$ cat src/rtl/alu_pkg.sv
// alu_pkg -- shared constants for the ALU issue stage: opcode encoding,
// instruction field positions, default sizes and opcode classification helpers.
package alu_pkg;

    localparam int DEF_WIDTH = 16;
    localparam int DEF_NREG  = 8;
    localparam int IDX_W     = 3;
    localparam int INSTR_W   = 16;

    // Instruction field positions inside the 16-bit instruction word
    localparam int OPC_MSB = 15;
    localparam int OPC_LSB = 13;
    localparam int RD_MSB  = 12;
    localparam int RD_LSB  = 10;
    localparam int RS1_MSB = 9;
    localparam int RS1_LSB = 7;
    localparam int RS2_MSB = 6;
    localparam int RS2_LSB = 4;
    localparam int IMM_MSB = 6;
    localparam int IMM_LSB = 0;

    // Legal opcodes; 3'b110 and 3'b111 are illegal
    typedef enum logic [2:0] {
        OP_ADD  = 3'b000,
        OP_SUB  = 3'b001,
        OP_MUL  = 3'b010,
        OP_DIV  = 3'b011,
        OP_LOAD = 3'b100,
        OP_STR  = 3'b101
    } opcode_e;

    function automatic logic op_legal(input logic [2:0] op);
        return op <= OP_STR;
    endfunction

    // Register-register ops read rs2; LOAD/STR use the immediate instead
    function automatic logic op_uses_rs2(input logic [2:0] op);
        return op <= OP_DIV;
    endfunction

    // Every legal op except STR writes rd
    function automatic logic op_writes(input logic [2:0] op);
        return op <= OP_LOAD;
    endfunction

endpackage

$ cat src/rtl/alu_issue_regfile.sv
// alu_issue_regfile -- NREG x WIDTH architectural register file with two
// operand read ports, one store-data read port and one write port.
// R0 is hardwired to zero. Reads are combinational.
module alu_issue_regfile
    import alu_pkg::*;
#(
    parameter int WIDTH = DEF_WIDTH,
    parameter int NREG  = DEF_NREG
) (
    input  logic             clk,
    input  logic             rst,
    input  logic             i_wr_en,
    input  logic [IDX_W-1:0] i_wr_addr,
    input  logic [WIDTH-1:0] i_wr_data,
    input  logic [IDX_W-1:0] i_rd_addr_a,
    input  logic [IDX_W-1:0] i_rd_addr_b,
    input  logic [IDX_W-1:0] i_rd_addr_s,
    output logic [WIDTH-1:0] o_rd_data_a,
    output logic [WIDTH-1:0] o_rd_data_b,
    output logic [WIDTH-1:0] o_rd_data_s
);

    logic [WIDTH-1:0] r_regs [NREG];

    // Writeback port; writes to R0 are dropped
    always_ff @(posedge clk or posedge rst) begin
        if (rst) begin
            // NOTE: the array is reset because every register must read 0 after reset, which rules out mapping it onto a RAM macro.
            for (int i = 0; i < NREG; i++) begin
                r_regs[i] <= '0;
            end
        end else if (i_wr_en && (i_wr_addr != '0)) begin
            // NOTE: sequential state uses non-blocking assignment so every flop samples pre-edge values.
            r_regs[i_wr_addr] <= i_wr_data;
        end
    end

    assign o_rd_data_a = (i_rd_addr_a == '0) ? '0 : r_regs[i_rd_addr_a];
    assign o_rd_data_b = (i_rd_addr_b == '0) ? '0 : r_regs[i_rd_addr_b];
    assign o_rd_data_s = (i_rd_addr_s == '0) ? '0 : r_regs[i_rd_addr_s];

endmodule

$ cat src/rtl/alu_issue_stage.sv
// alu_issue_stage -- decodes one instruction per cycle, checks the register
// scoreboard for RAW/WAW hazards, reads operands and hands a registered issue
// packet to the ALU over a valid/ready handshake.
// Optional build macro ALU_ISSUE_BYPASS_EN: a writeback in the same cycle as a
// read of that register clears its hazard and forwards wb_data to the operand.
// Without it the pending bit stays visible for that cycle (one stall).
module alu_issue_stage
    import alu_pkg::*;
#(
    parameter int WIDTH = DEF_WIDTH,
    parameter int NREG  = DEF_NREG
) (
    input  logic               clk,
    input  logic               rst,
    input  logic               in_valid,
    output logic               in_ready,
    input  logic [INSTR_W-1:0] in_instr,
    output logic               out_valid,
    input  logic               out_ready,
    output logic [2:0]         out_opcode,
    output logic [WIDTH-1:0]   out_a,
    output logic [WIDTH-1:0]   out_b,
    output logic [IDX_W-1:0]   out_rd,
    output logic               out_wr,
    output logic [WIDTH-1:0]   out_sdata,
    input  logic               wb_en,
    input  logic [IDX_W-1:0]   wb_addr,
    input  logic [WIDTH-1:0]   wb_data,
    output logic               err_illegal
);

    // Instruction field decode
    logic [2:0]       w_opcode;
    logic [IDX_W-1:0] w_rd, w_rs1, w_rs2;
    logic [WIDTH-1:0] w_imm;

    assign w_opcode = in_instr[OPC_MSB:OPC_LSB];
    assign w_rd     = in_instr[RD_MSB:RD_LSB];
    assign w_rs1    = in_instr[RS1_MSB:RS1_LSB];
    assign w_rs2    = in_instr[RS2_MSB:RS2_LSB];
    assign w_imm    = WIDTH'(in_instr[IMM_MSB:IMM_LSB]);

    // Register file; the store-data port reads rd
    logic [WIDTH-1:0] w_rf_a, w_rf_b, w_rf_s;

    alu_issue_regfile #(
        .WIDTH (WIDTH),
        .NREG  (NREG)
    ) u_regfile (
        .clk         (clk),
        .rst         (rst),
        .i_wr_en     (wb_en),
        .i_wr_addr   (wb_addr),
        .i_wr_data   (wb_data),
        .i_rd_addr_a (w_rs1),
        .i_rd_addr_b (w_rs2),
        .i_rd_addr_s (w_rd),
        .o_rd_data_a (w_rf_a),
        .o_rd_data_b (w_rf_b),
        .o_rd_data_s (w_rf_s)
    );

    // Scoreboard state and this cycle's set/clear masks
    logic [NREG-1:0] r_pending, w_pend_vis, w_wb_mask, w_set_mask;
    logic            r_out_valid, r_err_illegal, r_out_wr;
    logic [2:0]      r_opcode;
    logic [IDX_W-1:0] r_rd;
    logic [WIDTH-1:0] r_a, r_b, r_sdata;
    logic [WIDTH-1:0] w_src_a, w_src_b, w_src_s;
    logic             w_legal, w_hazard, w_accept, w_accept_legal;

    // One-hot of the register being written back (R0 excluded: never pending)
    always_comb begin
        // NOTE: default first so every path assigns the mask and no latch is inferred.
        w_wb_mask = '0;
        if (wb_en && (wb_addr != '0)) begin
            w_wb_mask[wb_addr] = 1'b1;
        end
    end

`ifdef ALU_ISSUE_BYPASS_EN
    // Same-cycle writeback hides the pending bit and supplies the operand value
    assign w_pend_vis = r_pending & ~w_wb_mask;
    assign w_src_a    = w_wb_mask[w_rs1] ? wb_data : w_rf_a;
    assign w_src_b    = w_wb_mask[w_rs2] ? wb_data : w_rf_b;
    assign w_src_s    = w_wb_mask[w_rd]  ? wb_data : w_rf_s;
`else
    // Pending bit stays visible this cycle; the value is read next cycle
    assign w_pend_vis = r_pending;
    assign w_src_a    = w_rf_a;
    assign w_src_b    = w_rf_b;
    assign w_src_s    = w_rf_s;
`endif

    // rs1 is always a source; rs2 only for reg-reg ops; rd is a source for STR
    // and a WAW target for writing ops, so every legal op checks it.
    assign w_legal  = op_legal(w_opcode);
    assign w_hazard = w_pend_vis[w_rs1]
                    | (op_uses_rs2(w_opcode) & w_pend_vis[w_rs2])
                    | (((w_opcode == OP_STR) | op_writes(w_opcode)) & w_pend_vis[w_rd]);

    // Illegal opcodes are swallowed regardless of hazards
    assign in_ready       = (!r_out_valid || out_ready) && (!w_legal || !w_hazard);
    assign w_accept       = in_valid && in_ready;
    assign w_accept_legal = w_accept && w_legal;

    // Destination of an accepted writing op becomes pending
    always_comb begin
        w_set_mask = '0;
        if (w_accept_legal && op_writes(w_opcode) && (w_rd != '0)) begin
            w_set_mask[w_rd] = 1'b1;
        end
    end

    // Scoreboard update: writeback clears, acceptance sets, set wins on collision
    always_ff @(posedge clk or posedge rst) begin
        if (rst) begin
            r_pending <= '0;
        end else begin
            r_pending <= (r_pending & ~w_wb_mask) | w_set_mask;
        end
    end

    // Issue packet register: load on legal accept, hold while stalled, drop after handshake
    always_ff @(posedge clk or posedge rst) begin
        if (rst) begin
            r_out_valid   <= 1'b0;
            r_err_illegal <= 1'b0;
            r_opcode      <= '0;
            r_a           <= '0;
            r_b           <= '0;
            r_rd          <= '0;
            r_out_wr      <= 1'b0;
            r_sdata       <= '0;
        end else begin
            r_err_illegal <= w_accept && !w_legal;
            if (w_accept_legal) begin
                r_out_valid <= 1'b1;
                r_opcode    <= w_opcode;
                r_a         <= w_src_a;
                r_b         <= op_uses_rs2(w_opcode) ? w_src_b : w_imm;
                r_rd        <= w_rd;
                r_out_wr    <= op_writes(w_opcode);
                r_sdata     <= (w_opcode == OP_STR) ? w_src_s : '0;
            end else if (out_ready) begin
                r_out_valid <= 1'b0;
            end
        end
    end

    assign out_valid   = r_out_valid;
    assign out_opcode  = r_opcode;
    assign out_a       = r_a;
    assign out_b       = r_b;
    assign out_rd      = r_rd;
    assign out_wr      = r_out_wr;
    assign out_sdata   = r_sdata;
    assign err_illegal = r_err_illegal;

endmodule

$ cat config.mk
export PLATFORM = sky130hd
export DESIGN_NAME = alu_issue_stage
export DESIGN_NICKNAME = d
export VERILOG_FILES = /design/src/rtl/alu_pkg.sv /design/src/rtl/alu_issue_regfile.sv /design/src/rtl/alu_issue_stage.sv
export SDC_FILE = /design/constraint.sdc
export NUM_CORES = 1
export LEC_CHECK = 0
export CAP_MARGIN = 5
export CORE_MARGIN = 3
export CORE_UTILIZATION = 33
export DETAILED_ROUTE_END_ITERATION = 8
export DONT_BUFFER_PORTS = 1
export GPL_ROUTABILITY_DRIVEN = 0
export PLACE_DENSITY = 0.44
export SLEW_MARGIN = 20
export SYNTH_ARGS = -nofsm -noshare
export SYNTH_HDL_FRONTEND = slang
export SYNTH_HIERARCHICAL = 1
export SYNTH_SLANG_ARGS = --single-unit
$ cat constraint.sdc
create_clock -name clk -period 4.3 [get_ports clk]
set_input_delay 1.075 -clock clk [delete_from_list [all_inputs] [get_ports clk]]
set_output_delay 1.075 -clock clk [all_outputs]
set_load 0.01 [all_outputs]
== Yosys cells after proc, flatten, opt, wreduce, memory -nomap -nowiden ==
Cells that the tools add are included.

* Bits in registers: 193

* Muxes and demuxes: 31
* Reductions and logical operators: 21
* Bitwise logic cells: 12
* Equal/unequal tests: 1
* Order comparisons: 14

{| class="wikitable"
|+ Operator list
! kind !! count
|-
| 2-to-1 mux 16 bit || 12
|-
| binary-select mux 16 bit (select 3 bit) || 3
|-
| bitwise mux 128 bit || 1
|-
| demux 16 bit (select 3 bit) || 1
|-
| greater-or-equal comparator 4 bit, second input constant || 4
|-
| < comparator 3 x 4 -> 1 bit, second input constant || 4
|-
| 2-to-1 mux 8 bit || 2
|-
| inverter 3 -> 4 bit || 4
|-
| logical AND 1 bit || 10
|-
| binary-select mux 1 bit (select 3 bit) || 3
|-
| logical NOT 3 bit || 3
|-
| AND 8 bit || 1
|-
| inverter 8 bit || 1
|-
| OR 8 bit || 1
|-
| 2-to-1 mux 1 bit || 7
|-
| demux 1 bit (select 3 bit) || 2
|-
| greater-or-equal comparator 3 x 1 -> 1 bit, second input constant || 2
|-
| <= comparator 3 bit, second input constant || 2
|-
| nonzero test 3 bit || 2
|-
| < comparator 4 x 1 -> 1 bit, second input constant || 1
|-
| == test 3 bit, second input constant || 1
|-
| <= comparator 3 x 2 -> 1 bit, second input constant || 1
|-
| logical NOT 1 bit || 3
|-
| OR 1 bit || 3
|-
| other kinds (3) || 5
|}

== Logic depth before layout (Yosys ltp) ==
* Depth in word-level cells: 14
* Gate-level depth with buffers: 8

== Cells and area by module ==
The synthesis kept the hierarchy.

{| class="wikitable"
|+ Modules (own cells, without submodules)
! module !! area an instance (µm²) !! cells each !! instances !! sequential area each (µm²)
|-
| alu_issue_regfile || 7,133.1 || 547 || 1 || 2,802.7
|-
| alu_issue_stage || 2,932.8 || 227 || 1 || 1,626.6
|}

== Worst setup path before layout ==
No wires, ideal clock.

* Kind: input to output
* Start: input in_instr[8]
* End: output in_ready
* Path slack: 1,178 ps
* Data arrival time: 2,047 ps
* Buffers on the path: 0
* Stages on the path: 4
* Data required time: 3,225 ps
* Cells stage by stage: mux4_2 mux2i_1 nand3_1 a21oi_1

* Word-level cells in the longest chain between the ends: 7

{| class="wikitable"
|+ Ends and longest elaborated chain
! item !! RTL line !! text
|-
| from (decl) || alu_issue_stage.sv:17 || <nowiki>input logic [INSTR_W-1:0] in_instr,</nowiki>
|-
| binary-select mux 1 bit (select 3 bit) || alu_issue_stage.sv:98 || <nowiki>assign w_hazard = w_pend_vis[w_rs1]</nowiki>
|-
| 2-to-1 mux 1 bit (implied by the code) || alu_issue_stage.sv:98 ||
|-
| OR 1 bit || alu_issue_stage.sv:99 || <nowiki>| (op_uses_rs2(w_opcode) & w_pend_vis[w_rs2])</nowiki>
|-
| OR 1 bit || alu_issue_stage.sv:100 || <nowiki>| (((w_opcode == OP_STR) | op_writes(w_opcode)) & w_pend_vis[w_rd]);</nowiki>
|-
| logical NOT 1 bit || alu_issue_stage.sv:103 || <nowiki>assign in_ready = (!r_out_valid || out_ready) && (!w_legal || !w_hazard);</nowiki>
|-
| logical OR 1 bit || alu_issue_stage.sv:103 ||
|-
| logical AND 1 bit || alu_issue_stage.sv:103 ||
|-
| to (decl) || alu_issue_stage.sv:16 || <nowiki>output logic in_ready,</nowiki>
|}

Every way passes these cells. The select of a mux whose other input is x is not followed.

== Final worst setup path ==
* Start: input in_instr[4]
* End: output in_ready

* Word-level cells in the longest chain between the ends: 8

{| class="wikitable"
|+ Ends and longest elaborated chain
! item !! RTL line
|-
| binary-select mux 1 bit (select 3 bit) || alu_issue_stage.sv:99
|-
| 2-to-1 mux 1 bit (implied by the code) || alu_issue_stage.sv:99
|-
| AND 1 bit || alu_issue_stage.sv:99
|-
| OR 1 bit || alu_issue_stage.sv:99
|-
| OR 1 bit || alu_issue_stage.sv:100
|-
| logical NOT 1 bit || alu_issue_stage.sv:103
|-
| logical OR 1 bit || alu_issue_stage.sv:103
|-
| logical AND 1 bit || alu_issue_stage.sv:103
|}

Every way passes these cells. The select of a mux whose other input is x is not followed.

==> flow_summary.yaml <==
drt:
  num_vias: 6846
  drtAntennaViolNets: 0
  routed_via_density: 5.99
  remaining_drc_errors: 0
  drt_wl_total_mm: 31.9
  drt-initial-drc-count: 474
  wl_per_cell_um: 27.9
  drtPass1Iterations: 5
global_route:
  grt_max_degree: 72
  gr-total-overflow: 0
  groute.usage.overall_pct: 19.1
  grt_pass1_wl_mm: 47.6
  grt_pass1_vias: 7323
  grt_antenna_before_repair: 0
synthesis:
  syn_inst: 774
  synthesis.nets: 814
  synth_top_area_cell: "dfrtp_1"
  netlist_area_um2: 10100
  synth_edf_count: 0
  synthArstFlopShare_pct: 100
  ys.warnings.count: 6
  ys.flop_type: "dfrtp_1"
  synth_top_area_share_pct: 44.0
  postSynthAreaPerCell_um2: 13.0
  ys_ff_latch: 177
  synth_seq_area_share_pct: 44.0
  synth_area_leaders: "dfrtp_1, mux2_2, mux2i_1"
  synth_cell_type_count: 46
timing:
  fmax_mhz: 305
  slew_violations: 0
  tns_ps: 0
  setup_violations: 0
  grt_setup_unrepaired: "no"
  min_period_ps: 3280
  worst_slew_pin_slew_ps: 1120
  skew_ps: 12.2
  layout_setup_ws_ps: 1020
  post-route-period-util_pct: 76.2
  finalHoldViolCount: 0
  slew_headroom_pct: 25.1
power_and_ir_drop:
  p_sw_share_pct: 32.6
  powerDensity_nw_per_um2: 501
  p_int_uw: 3650
  p_sw_uw: 1760
  leakage_uw: 0.00466
  irDropWorstVdd_mv: 0.258
  power_frac_comb_pct: 21.8
  clockPowerShare_pct: 29.2
  sequentialPowerShare_pct: 49.0
cts:
  clk-insertion-delay-late_ps: 440
  cts_resized: 0
  cts.sinks: 177
  post-cts-setup-buffers: 0
  root_buffer: "clkbuf_16"
  clkTransAtPathRegs_ps: 70
  ctsHtreeMaxLevel: 4
  ctsLongestPathBuffers: 2
  cts_buffers: 17
  cts_tree: "built"
  holdBufCountCts: 0
worst_setup_path:
  crit_arrival_ps: 2200
  r2r_slack_ps: 1690
  cp-startpoint: "in_instr[4]"
  r2r_start: "r_pending[3]"
  crit_fanout: 23
  crit_end: "in_ready"
  critPathKind: "input port to output pin"
  endpoint_kind: "output pin"
  required_ps: 3220
  reg2reg_to: "out_a[9]"
  critPathLaunchType: "input port"
  worstRegToRegCells: 6
run_status:
  status: "finished, final reports clean"
finish:
  final_layout_size_suffix_gt1_share_pct: 30.5
  num_antenna_cells: 0
  finalInstanceArea_um2: 10800
  area_growth_pct: 7.35
  final_cell_mix: "dfrtp_1, mux2_2, mux2i_1"
  num-nets-final: 779
  layout_commonest_cell: "dfrtp_1"
die:
  die_width_um: 181
  core_um2: 29900
  floorplan.die_area_um2: 32600
  rows: 63
  start_util_pct: 33.7
  fp.dieH_um: 181
  ioPinCount: 98
placement:
  portBuffers: 0
  place_area_um2: 10200
  place_hpwl_mm: 19.7
  pre_cts_ws_ps: 1020
run:
  max_cap_viol_count: 0
min_path:
  hold_path_class: "flop to flop"
## logic make-up (layout without fill, tap and decap cells)
family / Yosys count / in the layout / share of synthesized area, %
simple gates: 62 / 62 / 4.13
flops: 177 / 177 / 44.0
buf+inv: 91 / 69 / 5.77
mux: 316 / 316 / 35.1
compound gates: 128 / 128 / 11.0
## cell usage after synthesis, types with 5 or more instances
master	n
o21ai_0	6
a22o_1	11
mux2_1	36
buf_2	19
and2_1	5
mux2_2	140
mux2i_1	116
nand2_1	24
inv_1	22
a221oi_1	91
mux2_4	20
clkbuf_1	10
buf_6	19
dfrtp_1	177
buf_4	13
buf_1	5
nand2b_1	6
## per-stage QoR
stage / hold WS [ps] / util (%) / power, µW / instances
floorplan: 458 / - / 3550 / 774
detailed placement: 421 / 34.2 / 3870 / 1110
finish: 435 / 36.2 / 5420 / 1142
CTS: 437 / 36.2 / 5470 / 1142
global route: 458 / 36.2 / 5720 / 1142
global placement: 403 / 34.2 / 3780 / 1110
## worst min-delay path by stage
stage / start / end / depth (start not counted)
after floorplan: r_pending[0] / r_pending[0] / 1
after global placement: r_pending[0] / r_pending[0] / 0
after detailed placement: r_pending[0] / r_pending[0] / 0
after CTS: r_pending[0] / r_pending[0] / 0
after global routing: r_pending[0] / r_pending[0] / 0
final: r_pending[0] / r_pending[0] / 0
## power groups by stage
stage	registers (µW)	clock network (µW)	logic (µW)
after detailed placement	2690	0	1180
after CTS	2660	1630	1190
after global routing	2730	1710	1280
after global placement	2650	0	1130
after floorplan	2520	0	1030
final	2660	1580	1180
## layer usage
layer | vias to the layer above | track usage [%] | share of wire [%] | wire length, µm
li1 | 2908 | - | - | -
met1 | 3611 | 25.7 | 45 | 14300
met2 | 275 | 30.1 | 46 | 14600
met3 | 52 | 5.15 | 6.8 | 2180
met4 | 0 | 6.11 | 2.4 | 777
met5 | - | 0 | 0 | 0
## sequential cells by signal (all words and copies together) (netlist names)
| signal | flops |
|---|---|
| u_regfile/r_regs | 112 |
| out_a | 16 |
| out_b | 16 |
| out_sdata | 16 |
| r_pending | 8 |
| out_opcode | 3 |
| out_rd | 3 |
| err_illegal | 1 |
| out_valid | 1 |
| out_wr | 1 |
## critical path, stage by stage
cell	delay, ps
mux2_2	310
nor3b_1	400
o41ai_1	140
a21oi_1	270
## layout make-up
class / count / area [µm²]
clock buffers: 19 / 453
clock inverters: 13 / 140
fillers: 2864 / 19100
inverters: 22 / 86.3
multi-input cells: 506 / 5080
flip-flops and latches: 177 / 4430
well taps: 390 / 488
repair buffers: 15 / 125
Power figures use the tool's default switching activity.
